### config.mk
export PLATFORM = sky130hd
export DESIGN_NAME = ps2_mouse_position
export DESIGN_NICKNAME = d
export VERILOG_FILES = /design/src/rtl/ps2_pkg.sv /design/src/rtl/ps2_rx_frame.sv /design/src/rtl/ps2_mouse_position.sv
export SDC_FILE = /design/constraint.sdc
export NUM_CORES = 1
export LEC_CHECK = 0
export BUFFER_PORTS_ARGS = -buffer_cell sky130_fd_sc_hd__buf_2
export CORE_MARGIN = 2
export CORE_UTILIZATION = 55
export CTS_BUF_LIST = sky130_fd_sc_hd__clkbuf_4 sky130_fd_sc_hd__clkbuf_8 sky130_fd_sc_hd__clkbuf_16
export CTS_CLUSTER_SIZE = 16
export DETAILED_ROUTE_END_ITERATION = 16
export MAX_ROUTING_LAYER = met4
export PLACE_DENSITY_LB_ADDON = 0.12
export SKIP_CTS_REPAIR_TIMING = 1
export SKIP_LAST_GASP = 1
export SYNTH_ARGS = -nofsm -noshare
export SYNTH_HDL_FRONTEND = slang
export SYNTH_SLANG_ARGS = --single-unit
export TNS_END_PERCENT = 10
### constraint.sdc
create_clock -name clock -period 3.03 [get_ports clock]
set_input_delay 0.303 -clock clock [delete_from_list [all_inputs] [get_ports clock]]
set_output_delay 0.303 -clock clock [all_outputs]
set_load 0.05 [all_outputs]
### src/rtl/ps2_pkg.sv
// rtl/ps2_pkg.sv - shared constants and saturating helper for the PS/2 mouse front end
package ps2_pkg;

    // Frame and packet geometry
    localparam int FRAME_LEN  = 11;
    localparam int DATA_BITS  = 8;
    localparam int PACKET_LEN = 3;

    // Bit positions inside the packet status byte
    localparam int BTN_L   = 0;
    localparam int BTN_R   = 1;
    localparam int BTN_M   = 2;
    localparam int ALWAYS1 = 3;
    localparam int XSIGN   = 4;
    localparam int YSIGN   = 5;
    localparam int XOVF    = 6;
    localparam int YOVF    = 7;

    // Add a 9-bit two's complement delta to an 8-bit position, clamping to 0..255.
    // An overflowed delta is discarded rather than applied.
    function automatic logic [7:0] sat_add(input logic [7:0] pos,
                                           input logic [8:0] delta,
                                           input logic       ovf);
        logic signed [9:0] d;
        logic signed [9:0] sum;
        if (ovf) begin
            d = 10'sd0;
        end else begin
            d = $signed({delta[8], delta});
        end
        sum = $signed({2'b00, pos}) + d;
        if (sum < 10'sd0) begin
            return 8'd0;
        end else if (sum > 10'sd255) begin
            return 8'hFF;
        end else begin
            return sum[7:0];
        end
    endfunction

endpackage

### src/rtl/ps2_rx_frame.sv
// rtl/ps2_rx_frame.sv - PS/2 device-to-host frame receiver with synchroniser and timeout
module ps2_rx_frame
    import ps2_pkg::*;
#(
    parameter int TIMEOUT_CYCLES = 50000
) (
    input  logic       clock,
    input  logic       reset,
    input  logic       ps2_clk,
    input  logic       ps2_data,
    output logic [7:0] rx_byte,
    output logic       byte_valid,
    output logic       frame_err
);

    localparam logic [1:0] IDLE   = 2'd0;
    localparam logic [1:0] DATA   = 2'd1;
    localparam logic [1:0] PARITY = 2'd2;
    localparam logic [1:0] STOP   = 2'd3;

    localparam logic [15:0] TIMEOUT_LAST = 16'(TIMEOUT_CYCLES - 1);
    localparam logic [2:0]  LAST_BIT     = 3'(DATA_BITS - 1);

    logic       clk_s1, clk_s2, clk_s3;
    logic       dat_s1, dat_s2;
    logic [1:0] state;
    logic [2:0] bit_cnt;
    logic [7:0] shift;
    logic       parity_bit;
    logic [15:0] idle_cnt;

    logic fall;
    logic timeout;
    logic parity_ok;
    logic stop_edge;

    // Bring the bus lines into the clock domain; reset to the idle-high bus level
    always_ff @(posedge clock) begin
        if (!reset) begin
            clk_s1 <= 1'b1;
            clk_s2 <= 1'b1;
            clk_s3 <= 1'b1;
            dat_s1 <= 1'b1;
            dat_s2 <= 1'b1;
        end else begin
            clk_s1 <= ps2_clk;
            clk_s2 <= clk_s1;
            clk_s3 <= clk_s2;
            dat_s1 <= ps2_data;
            dat_s2 <= dat_s1;
        end
    end

    assign fall      = !clk_s2 && clk_s3;
    // An edge in the same cycle always beats the timeout
    assign timeout   = (state != IDLE) && !fall && (idle_cnt >= TIMEOUT_LAST);
    assign parity_ok = ^{shift, parity_bit};
    assign stop_edge = (state == STOP) && fall;

    // Byte results are combinational so the top level can register them on the stop edge itself
    assign rx_byte    = shift;
    assign byte_valid = stop_edge && dat_s2 && parity_ok;
    assign frame_err  = (stop_edge && !(dat_s2 && parity_ok)) || timeout;

    // Frame FSM plus the inter-edge watchdog
    always_ff @(posedge clock) begin
        if (!reset) begin
            state      <= IDLE;
            bit_cnt    <= 3'd0;
            shift      <= 8'd0;
            parity_bit <= 1'b0;
            idle_cnt   <= 16'd0;
        end else begin
            if (fall || state == IDLE) begin
                idle_cnt <= 16'd0;
            end else if (!timeout) begin
                idle_cnt <= idle_cnt + 16'd1;
            end

            if (fall) begin
                case (state)
                    IDLE: begin
                        // A high level at an edge is line noise, not a start bit
                        if (!dat_s2) begin
                            state   <= DATA;
                            bit_cnt <= 3'd0;
                            shift   <= 8'd0;
                        end
                    end
                    DATA: begin
                        shift   <= {dat_s2, shift[7:1]};
                        bit_cnt <= bit_cnt + 3'd1;
                        if (bit_cnt == LAST_BIT) begin
                            state <= PARITY;
                        end
                    end
                    PARITY: begin
                        parity_bit <= dat_s2;
                        state      <= STOP;
                    end
                    default: begin
                        state <= IDLE;
                    end
                endcase
            end else if (timeout) begin
                state <= IDLE;
            end
        end
    end

endmodule

### src/rtl/ps2_mouse_position.sv
// rtl/ps2_mouse_position.sv - PS/2 mouse packet assembler with saturating X/Y position registers
module ps2_mouse_position
    import ps2_pkg::*;
#(
    parameter int         TIMEOUT_CYCLES = 50000,
    parameter logic [7:0] X_INIT         = 8'd128,
    parameter logic [7:0] Y_INIT         = 8'd128
) (
    input  logic       clock,
    input  logic       reset,
    input  logic       ps2_clk,
    input  logic       ps2_data,
    output logic [7:0] XPosition,
    output logic [7:0] YPosition,
    output logic [2:0] buttons,
    output logic       packet_valid,
    output logic       frame_error
);

    localparam logic [1:0] B0 = 2'd0;
    localparam logic [1:0] B1 = 2'd1;
    localparam logic [1:0] B2 = 2'd2;

    logic [7:0] rx_byte;
    logic       byte_valid;
    logic       frame_err;
    logic [1:0] pkt_state;
    logic [7:0] status;
    logic [7:0] dx_lo;
    logic       sync_err;

    ps2_rx_frame #(
        .TIMEOUT_CYCLES(TIMEOUT_CYCLES)
    ) u_rx (
        .clock     (clock),
        .reset     (reset),
        .ps2_clk   (ps2_clk),
        .ps2_data  (ps2_data),
        .rx_byte   (rx_byte),
        .byte_valid(byte_valid),
        .frame_err (frame_err)
    );

    // A first byte without the always-one marker means we are out of step with the device
    assign sync_err = byte_valid && (pkt_state == B0) && !rx_byte[ALWAYS1];

    // Packet FSM and position accumulators
    always_ff @(posedge clock) begin
        if (!reset) begin
            pkt_state    <= B0;
            status       <= 8'd0;
            dx_lo        <= 8'd0;
            XPosition    <= X_INIT;
            YPosition    <= Y_INIT;
            buttons      <= 3'd0;
            packet_valid <= 1'b0;
            frame_error  <= 1'b0;
        end else begin
            packet_valid <= 1'b0;
            frame_error  <= frame_err || sync_err;

            if (frame_err) begin
                pkt_state <= B0;
            end else if (byte_valid) begin
                case (pkt_state)
                    B0: begin
                        if (rx_byte[ALWAYS1]) begin
                            status    <= rx_byte;
                            pkt_state <= B1;
                        end
                    end
                    B1: begin
                        dx_lo     <= rx_byte;
                        pkt_state <= B2;
                    end
                    B2: begin
                        XPosition    <= sat_add(XPosition, {status[XSIGN], dx_lo}, status[XOVF]);
                        YPosition    <= sat_add(YPosition, {status[YSIGN], rx_byte}, status[YOVF]);
                        buttons      <= status[BTN_M:BTN_L];
                        packet_valid <= 1'b1;
                        pkt_state    <= B0;
                    end
                    default: begin
                        pkt_state <= B0;
                    end
                endcase
            end
        end
    end

endmodule

==> reports/qor.txt, run 1 <==
Area Growth Syn to Fin = 9.62%
TritonCTS clock tree = yes
GRT Util Overall = 0.227
count of cell types in the netlist = 60
Worst Path Arrival = 2.94 ns
most common cell after layout, fill and taps aside = dfxtp_1
flops & latches, synth = 73
Root Buffer = clkbuf_8
EDFF count, synth = 0
Syn Nets = 466
f_max = 375 MHz
final setup fails = 0
vias per cell = 5.62
syn_area_per_cell = 8.90 um2
Max stage delay on crit path = 0.51 ns
DIE AREA = 7760 um2
H-tree depth = 3
initial drt markers = 114
ANT nets after route = 0
CP most frequent cell = nor2b_1
Startpoint Class = register
Critical Path End Type = register
Rows = 30
synthesized area = 3890 um2
Inserted Clock Buffers = 9
synth warn = 0
clk sinks = 73
Horiz. Die Dim = 88.1 um
worst path bufs/invs = 1
CTS clk-pin slew, worst paths = 0.08 ns
worst-path maximum fanout = 10
largest net degree at the start of global routing = 32
initial antenna violation count = 0
DR vias = 3,148
GP Congestion = 0.876
register area share after synthesis = 0.376
Post-Synthesis Cells = 437
worst skew pair latency = 0.35 ns
number of global-route vias before repair = 2,919
Pre-antenna DRT Iters = 4
crit path cell chain = nor2b_1 -> ha_1 -> inv_1 -> fa_1 -> nor2b_1 -> o31a_1 -> o211a_1 -> nor4_1 -> nor2_1 -> a31oi_1
Hold Fails Final Rpt = 0
worst slew pin tran = 1.20 ns
fin nets = 488
placed cell count = 544
Ports = 25
Pleak = 1.75 nW
Main synth FF type = dfxtp_1
Slew HR = 0.194
max-cap viol count = 0
critical setup path kind = reg2reg
Period Utilization, post-route = 0.881
Setup TNS = 0 ns
commonest non-fill, non-tap cells in the layout = dfxtp_1, nor2_1, nand2_1, o21ai_0, buf_2
worst vdd ir = 243 uV
Post-synth ARST share = 0
Largest delay share family, worst path = simple AND/OR/NAND/NOR gates
pwr dens = 394 nW/um2
CORE AREA = 6830 um2
# diodes = 0
required time of the critical path = 3.31 ns
Power, Total = 1.68 mW
DR DRC count = 0
fin cells = 560
Die H = 88.1 um
outcome = finished clean
clock skew = 0.0130 ns
CP max-delay cell = nor4_1
share of cells above drive strength 1 = 0.125
GR Overflow Total = 0
starting density of the core = 0.569
Max clock buf depth = 2
routed len/inst = 14.1 um
Worst Hold Slack = 0.139 ns
Final Slew Violations = 0
DP Wirelength = 5630 um
HP Class = in2reg
Port Buffer Count = 24
Final min period = 2.67 ns
RSZ-0062 raised after global routing = no
total routed wirelength = 7880 um
global-route wire length before repair = 13,500 um
-- routing by layer --
| layer | global-route usage | part of all wire | vias to the layer above |
|---|---|---|---|
| li1 | - | - | 1603 |
| met1 | 0.291 | 0.50 | 1482 |
| met2 | 0.367 | 0.47 | 55 |
| met3 | 0.0509 | 0.030 | 8 |
| met4 | 0.0537 | 0.0083 | 0 |
| met5 | - | 0 | - |
-- through the flow --
step / cell area (um2) / setup slack (ns) / util
2_1_floorplan: 3890 / 0.390 / -
3_3_place_gp: 4080 / 0.424 / 0.597
3_5_place_dp: 4080 / 0.373 / 0.597
4_1_cts: 4260 / 0.358 / 0.623
5_1_grt: 4260 / 0.0971 / 0.624
6_report: 4260 / 0.362 / 0.624
-- cell families after synthesis --
group,share of synthesized area
compound gates,0.148
simple gates,0.227
fa+ha+maj,0.0843
flops,0.376
xor+xnor,0.0682
buf+inv,0.0360
mux,0.0605
-- synth_stat cells (all sizes together), types with 3 or more instances --
master / n / area (um2)
nor2: 53 / 199
nand2b: 13 / 81.3
a21o: 4 / 30.0
and2: 4 / 25.0
or3: 6 / 37.5
o21ai: 25 / 125
nor4: 5 / 31.3
nand2: 26 / 97.6
a22oi: 10 / 75.1
inv: 14 / 52.6
a21oi: 11 / 55.1
a31oi: 7 / 43.8
o21a: 6 / 45.0
o311ai: 3 / 26.3
mux2i: 22 / 220
nor3: 16 / 80.1
nand4: 6 / 37.5
xor2: 4 / 35.0
dfxtp: 73 / 1460
ha: 23 / 288
clkbuf: 11 / 51.3
a211oi: 4 / 30.0
xnor2: 18 / 158
buf: 6 / 36.3
nand3: 9 / 45.0
nor3b: 3 / 22.5
nor2b: 19 / 119
-- report_power, final --
part	internal [mW]	leakage, nW	total, mW	switching [mW]
clock	0.326	0.0925	0.689	0.363
sequential	0.962	0.589	0.964	0.00197
combinational	0.00769	1.07	0.0256	0.0179
-- final timing paths --
path         slack, ns              startpoint  depth (start not counted)                        end
min               0.14                ps2_data                          2     u_rx.dat_s1$_SDFF_PN1_
max reg2reg       0.36  status[6]$_SDFFE_PN0P_                         10  XPosition[1]$_SDFFE_PN0P_
max               0.36  status[6]$_SDFFE_PN0P_                         10  XPosition[1]$_SDFFE_PN0P_
min reg2reg       0.42  u_rx.dat_s1$_SDFF_PN1_                          1     u_rx.dat_s2$_SDFF_PN1_
-- registers in the layout, summed over array words and instances, names as in the netlist, 2 cells and up --
register / count
u_rx.idle_cnt: 16
XPosition: 8
YPosition: 8
dx_lo: 8
u_rx.rx_byte: 8
status: 7
buttons: 3
u_rx.bit_cnt: 3
pkt_state: 2
u_rx.state: 2
-- final cells by class --
class	count	area, um2
Sequential cell	73	1460
Clock inverter	5	31.3
Clock buffer	11	145
Fill cell	631	2570
Multi-Input combinational cell	333	2300
Tap cell	96	120
Timing Repair Buffer	28	150
Inverter	14	52.6
Note: power is estimated with default switching activity, not from simulation.
==> run 2: changes to the inputs <==
Settings changed: CELL_PAD_IN_SITES_DETAIL_PLACEMENT from default to 0, CELL_PAD_IN_SITES_GLOBAL_PLACEMENT from default to 1, CORE_UTILIZATION 55 to 47.
==> reports/qor.txt, run 2 (synthesized netlist as in run 1, its figures left out) <==
Period Utilization, post-route = 0.886
DP Wirelength = 6120 um
vias per cell = 5.48
critical setup path kind = reg2reg
Startpoint Class = register
Horiz. Die Dim = 95.0 um
ANT nets after route = 0
starting density of the core = 0.478
RSZ-0062 raised after global routing = no
most common cell after layout, fill and taps aside = dfxtp_1
Critical Path End Type = register
Worst R2R Path Depth = 10
Power, Total = 1.87 mW
Hold Fails Final Rpt = 0
Inserted Clock Buffers = 9
Rows = 33
HP Class = in2reg
number of global-route vias before repair = 2,947
CORE AREA = 8130 um2
GP Congestion = 0.894
Setup TNS = 0 ns
Critical Path Sink = YPosition[7]$_SDFFE_PN1P_
clock skew = 0.0103 ns
WP depth = 10
# diodes = 0
Slew HR = 0.444
Reg with most FFs = u_rx.idle_cnt
Final min period = 2.68 ns
DIE AREA = 9020 um2
reg2reg start = status[7]$_SDFFE_PN0P_
Die H = 95.0 um
GR Overflow Total = 0
Largest delay share family, worst path = simple AND/OR/NAND/NOR gates
fin nets = 490
FF-to-FF End = YPosition[7]$_SDFFE_PN1P_
worst vdd ir = 276 uV
Max stage delay on crit path = 0.65 ns
Port Buffer Count = 24
Pleak = 1.78 nW
f_max = 373 MHz
outcome = finished clean
H-tree depth = 3
worst-path maximum fanout = 10
DR vias = 3,127
Max clock buf depth = 2
Worst Path Arrival = 2.93 ns
crit path cell chain = nor2b_1 -> ha_1 -> inv_1 -> fa_1 -> nor2b_1 -> o2111ai_1 -> a31oi_1 -> nor3_1 -> nor3_1 -> o311ai_0
WHS Path Cells = 2
Area Growth Syn to Fin = 11.8%
DR DRC count = 0
pwr dens = 430 nW/um2
CTS clk-pin slew, worst paths = 0.08 ns
GRT Util Overall = 0.210
worst slew pin tran = 0.828 ns
global-route wire length before repair = 14,200 um
total routed wirelength = 8470 um
required time of the critical path = 3.27 ns
crit path from = status[7]$_SDFFE_PN0P_
worst path bufs/invs = 1
Root Buffer = clkbuf_8
final setup fails = 0
max-cap viol count = 0
clk sinks = 73
CP max-delay cell = nor3_1
flop2flop setup slack = 0.35 ns
commonest non-fill, non-tap cells in the layout = dfxtp_1, nor2_1, nand2_1, o21ai_0, buf_2
Pre-antenna DRT Iters = 4
share of cells above drive strength 1 = 0.124
initial antenna violation count = 0
worst skew pair latency = 0.34 ns
initial drt markers = 127
max FFs per register = 16
Final Slew Violations = 0
largest net degree at the start of global routing = 32
routed len/inst = 14.8 um
TritonCTS clock tree = yes
Ports = 25
## run 2: cell count changes in the layout (fill, tap and decap cells not counted), sizes merged
cell    change
clkinv      -2
buf         +2
bufinv      +2
## run 2: report_power, final
part / switching [mW] / internal, mW / total [mW]
combinational: 0.0183 / 0.00768 / 0.0260
clock: 0.373 / 0.506 / 0.879
sequential: 0.00194 / 0.961 / 0.963
total: 0.393 / 1.48 / 1.87
## run 2: worst min-delay path by stage
stage	from	slack [ns]	to
floorplan	u_rx.clk_s1$_SDFF_PN1_	0.39	u_rx.clk_s2$_SDFF_PN1_
global placement	u_rx.clk_s1$_SDFF_PN1_	0.39	u_rx.clk_s2$_SDFF_PN1_
detailed placement	u_rx.clk_s1$_SDFF_PN1_	0.40	u_rx.clk_s2$_SDFF_PN1_
CTS	ps2_data	0.12	u_rx.dat_s1$_SDFF_PN1_
global route	ps2_clk	0.13	u_rx.clk_s1$_SDFF_PN1_
finish	ps2_data	0.13	u_rx.dat_s1$_SDFF_PN1_
## run 2: metal layers
layer / global-route usage / vias up / share of wire
met5: - / - / 0
met4: 0.0906 / 0 / 0.026
met3: 0.0431 / 24 / 0.035
met2: 0.319 / 46 / 0.46
met1: 0.273 / 1459 / 0.48
li1: - / 1598 / -
## run 2: area by class of cell
class,count,area (um2)
Fill cell,759,3780
Multi-Input combinational cell,333,2300
Sequential cell,73,1460
Timing Repair Buffer,30,178
Clock buffer,11,151
Tap cell,105,131
Clock inverter,5,77.6
Inverter,14,52.6
## run 2: metrics by stage
step | cell area [um2] | hold slack (ns) | util | cells | setup WS, ns
2_1_floorplan | 3890 | 0.386 | - | 437 | 0.390
3_3_place_gp | 4120 | 0.389 | 0.507 | 555 | 0.474
3_5_place_dp | 4120 | 0.396 | 0.507 | 555 | 0.381
4_1_cts | 4350 | 0.119 | 0.535 | 571 | 0.362
5_1_grt | 4350 | 0.133 | 0.535 | 571 | 0.00887
6_report | 4350 | 0.134 | 0.535 | 571 | 0.346
## run 2: worst reg2reg max path, cell delays in order (launching register included)
cell and delay [ns]:
dfxtp_1 0.49, nor2b_1 0.09, ha_1 0.20, inv_1 0.07
fa_1 0.20, nor2b_1 0.07, o2111ai_1 0.24, a31oi_1 0.14
nor3_1 0.65, nor3_1 0.10, o311ai_0 0.33
==> run 3: changes to the inputs <==
Settings changed: REMOVE_ABC_BUFFERS from default to 1.
==> reports/qor.txt, run 3 (synthesized netlist as in run 1, its figures left out) <==
GRT Util Overall = 0.200
crit path cell chain = nor2b_1 -> ha_1 -> inv_1 -> fa_1 -> nor2b_1 -> o2111ai_1 -> a31oi_1 -> o21a_1 -> nor3_1 -> o311ai_0
Final Slew Violations = 0
worst path bufs/invs = 1
max FFs per register = 16
Final min period = 2.75 ns
share of cells above drive strength 1 = 0.123
CP max-delay cell = dfxtp_1
required time of the critical path = 3.28 ns
total routed wirelength = 8170 um
Port Buffer Count = 24
initial drt markers = 92
Worst Hold Slack = 0.132 ns
# diodes = 0
worst slew pin tran = 0.674 ns
Worst Path Arrival = 3.00 ns
routed len/inst = 14.4 um
DIE AREA = 9020 um2
clock skew = 0.0131 ns
Setup TNS = 0 ns
Ports = 25
Slew HR = 0.549
clk sinks = 73
Horiz. Die Dim = 95.0 um
DR DRC count = 0
WP depth = 10
max-cap viol count = 0
Worst R2R Path Depth = 10
commonest non-fill, non-tap cells in the layout = dfxtp_1, nor2_1, nand2_1, o21ai_0, buf_2
WHS Path Cells = 2
TritonCTS clock tree = yes
DP Wirelength = 5990 um
f_max = 364 MHz
Largest delay share family, worst path = compound AO/OA/AOI/OAI gates
CORE AREA = 8130 um2
Period Utilization, post-route = 0.907
number of global-route vias before repair = 2,901
Root Buffer = clkbuf_8
Startpoint Class = register
hold_sp = ps2_clk
reg2reg start = u_rx.rx_byte[0]$_SDFFE_PN0P_
GR Overflow Total = 0
Inserted Clock Buffers = 9
worst vdd ir = 267 uV
GP Congestion = 0.915
ANT nets after route = 0
Hold Fails Final Rpt = 0
vias per cell = 5.53
Reg with most FFs = u_rx.idle_cnt
final setup fails = 0
fin nets = 489
Max clock buf depth = 2
Critical Path End Type = register
Max stage delay on crit path = 0.47 ns
Pleak = 1.79 nW
pwr dens = 457 nW/um2
Die H = 95.0 um
global-route wire length before repair = 13,600 um
most common cell after layout, fill and taps aside = dfxtp_1
CTS clk-pin slew, worst paths = 0.08 ns
DR vias = 3,144
worst-path maximum fanout = 9
Area Growth Syn to Fin = 12.4%
initial antenna violation count = 0
RSZ-0062 raised after global routing = no
outcome = finished clean
fin util = 0.537
HP Class = in2reg
CP most frequent cell = nor2b_1
worst skew pair latency = 0.35 ns
Pre-antenna DRT Iters = 4
Rows = 33
largest net degree at the start of global routing = 30
H-tree depth = 3
starting density of the core = 0.478
critical setup path kind = reg2reg
crit path from = u_rx.rx_byte[0]$_SDFFE_PN0P_
## run 3: per-layer routing
metal  routed length (um)  up-vias  GRT usage  part of all wire
li1                     -     1594          -                 -
met1                 4050     1485      0.253              0.50
met2                 3710       49      0.310              0.45
met3                  218       16     0.0399             0.027
met4                  188        0     0.0845             0.023
met5                    0        -          -                 0
## run 3: area by class of cell
cell class | count | area (um2)
clock buffers | 10 | 138
clock inverters | 5 | 128
fillers | 782 | 3760
inverters | 14 | 52.6
multi-input cells | 333 | 2300
flip-flops and latches | 73 | 1460
well taps | 105 | 131
repair buffers | 29 | 158
## run 3: worst paths after layout
path | to | slack, ns
setup / recovery | YPosition[7]$_SDFFE_PN1P_ | 0.28
hold / removal | u_rx.clk_s1$_SDFF_PN1_ | 0.13
setup reg to reg | YPosition[7]$_SDFFE_PN1P_ | 0.28
hold reg to reg | u_rx.clk_s2$_SDFF_PN1_ | 0.41
## run 3: where the power goes
group / internal, mW / leakage (nW) / switching (mW)
clock network: 0.648 / 0.129 / 0.361
registers: 0.962 / 0.589 / 0.00174
logic: 0.00680 / 1.07 / 0.0180
total: 1.62 / 1.79 / 0.381
## run 3: metrics by stage
step / setup slack [ns] / cell area [um2] / power (mW) / std cells
6_report: 0.283 / 4370 / 2.00 / 569
4_1_cts: 0.319 / 4370 / 2.03 / 569
2_1_floorplan: 0.256 / 3800 / 0.999 / 420
5_1_grt: 0.0410 / 4370 / 2.07 / 569
3_3_place_gp: 0.365 / 4100 / 1.01 / 554
3_5_place_dp: 0.342 / 4100 / 1.01 / 554
## run 3: worst register-to-register path: cells and delay by family, from the launching register on
| kind | cells | cell delay (ns) |
|---|---|---|
| flops | 1 | 0.47 |
| simple gates | 3 | 0.44 |
| fa+ha+maj | 2 | 0.58 |
| buf+inv | 1 | 0.06 |
| compound gates | 4 | 1.09 |
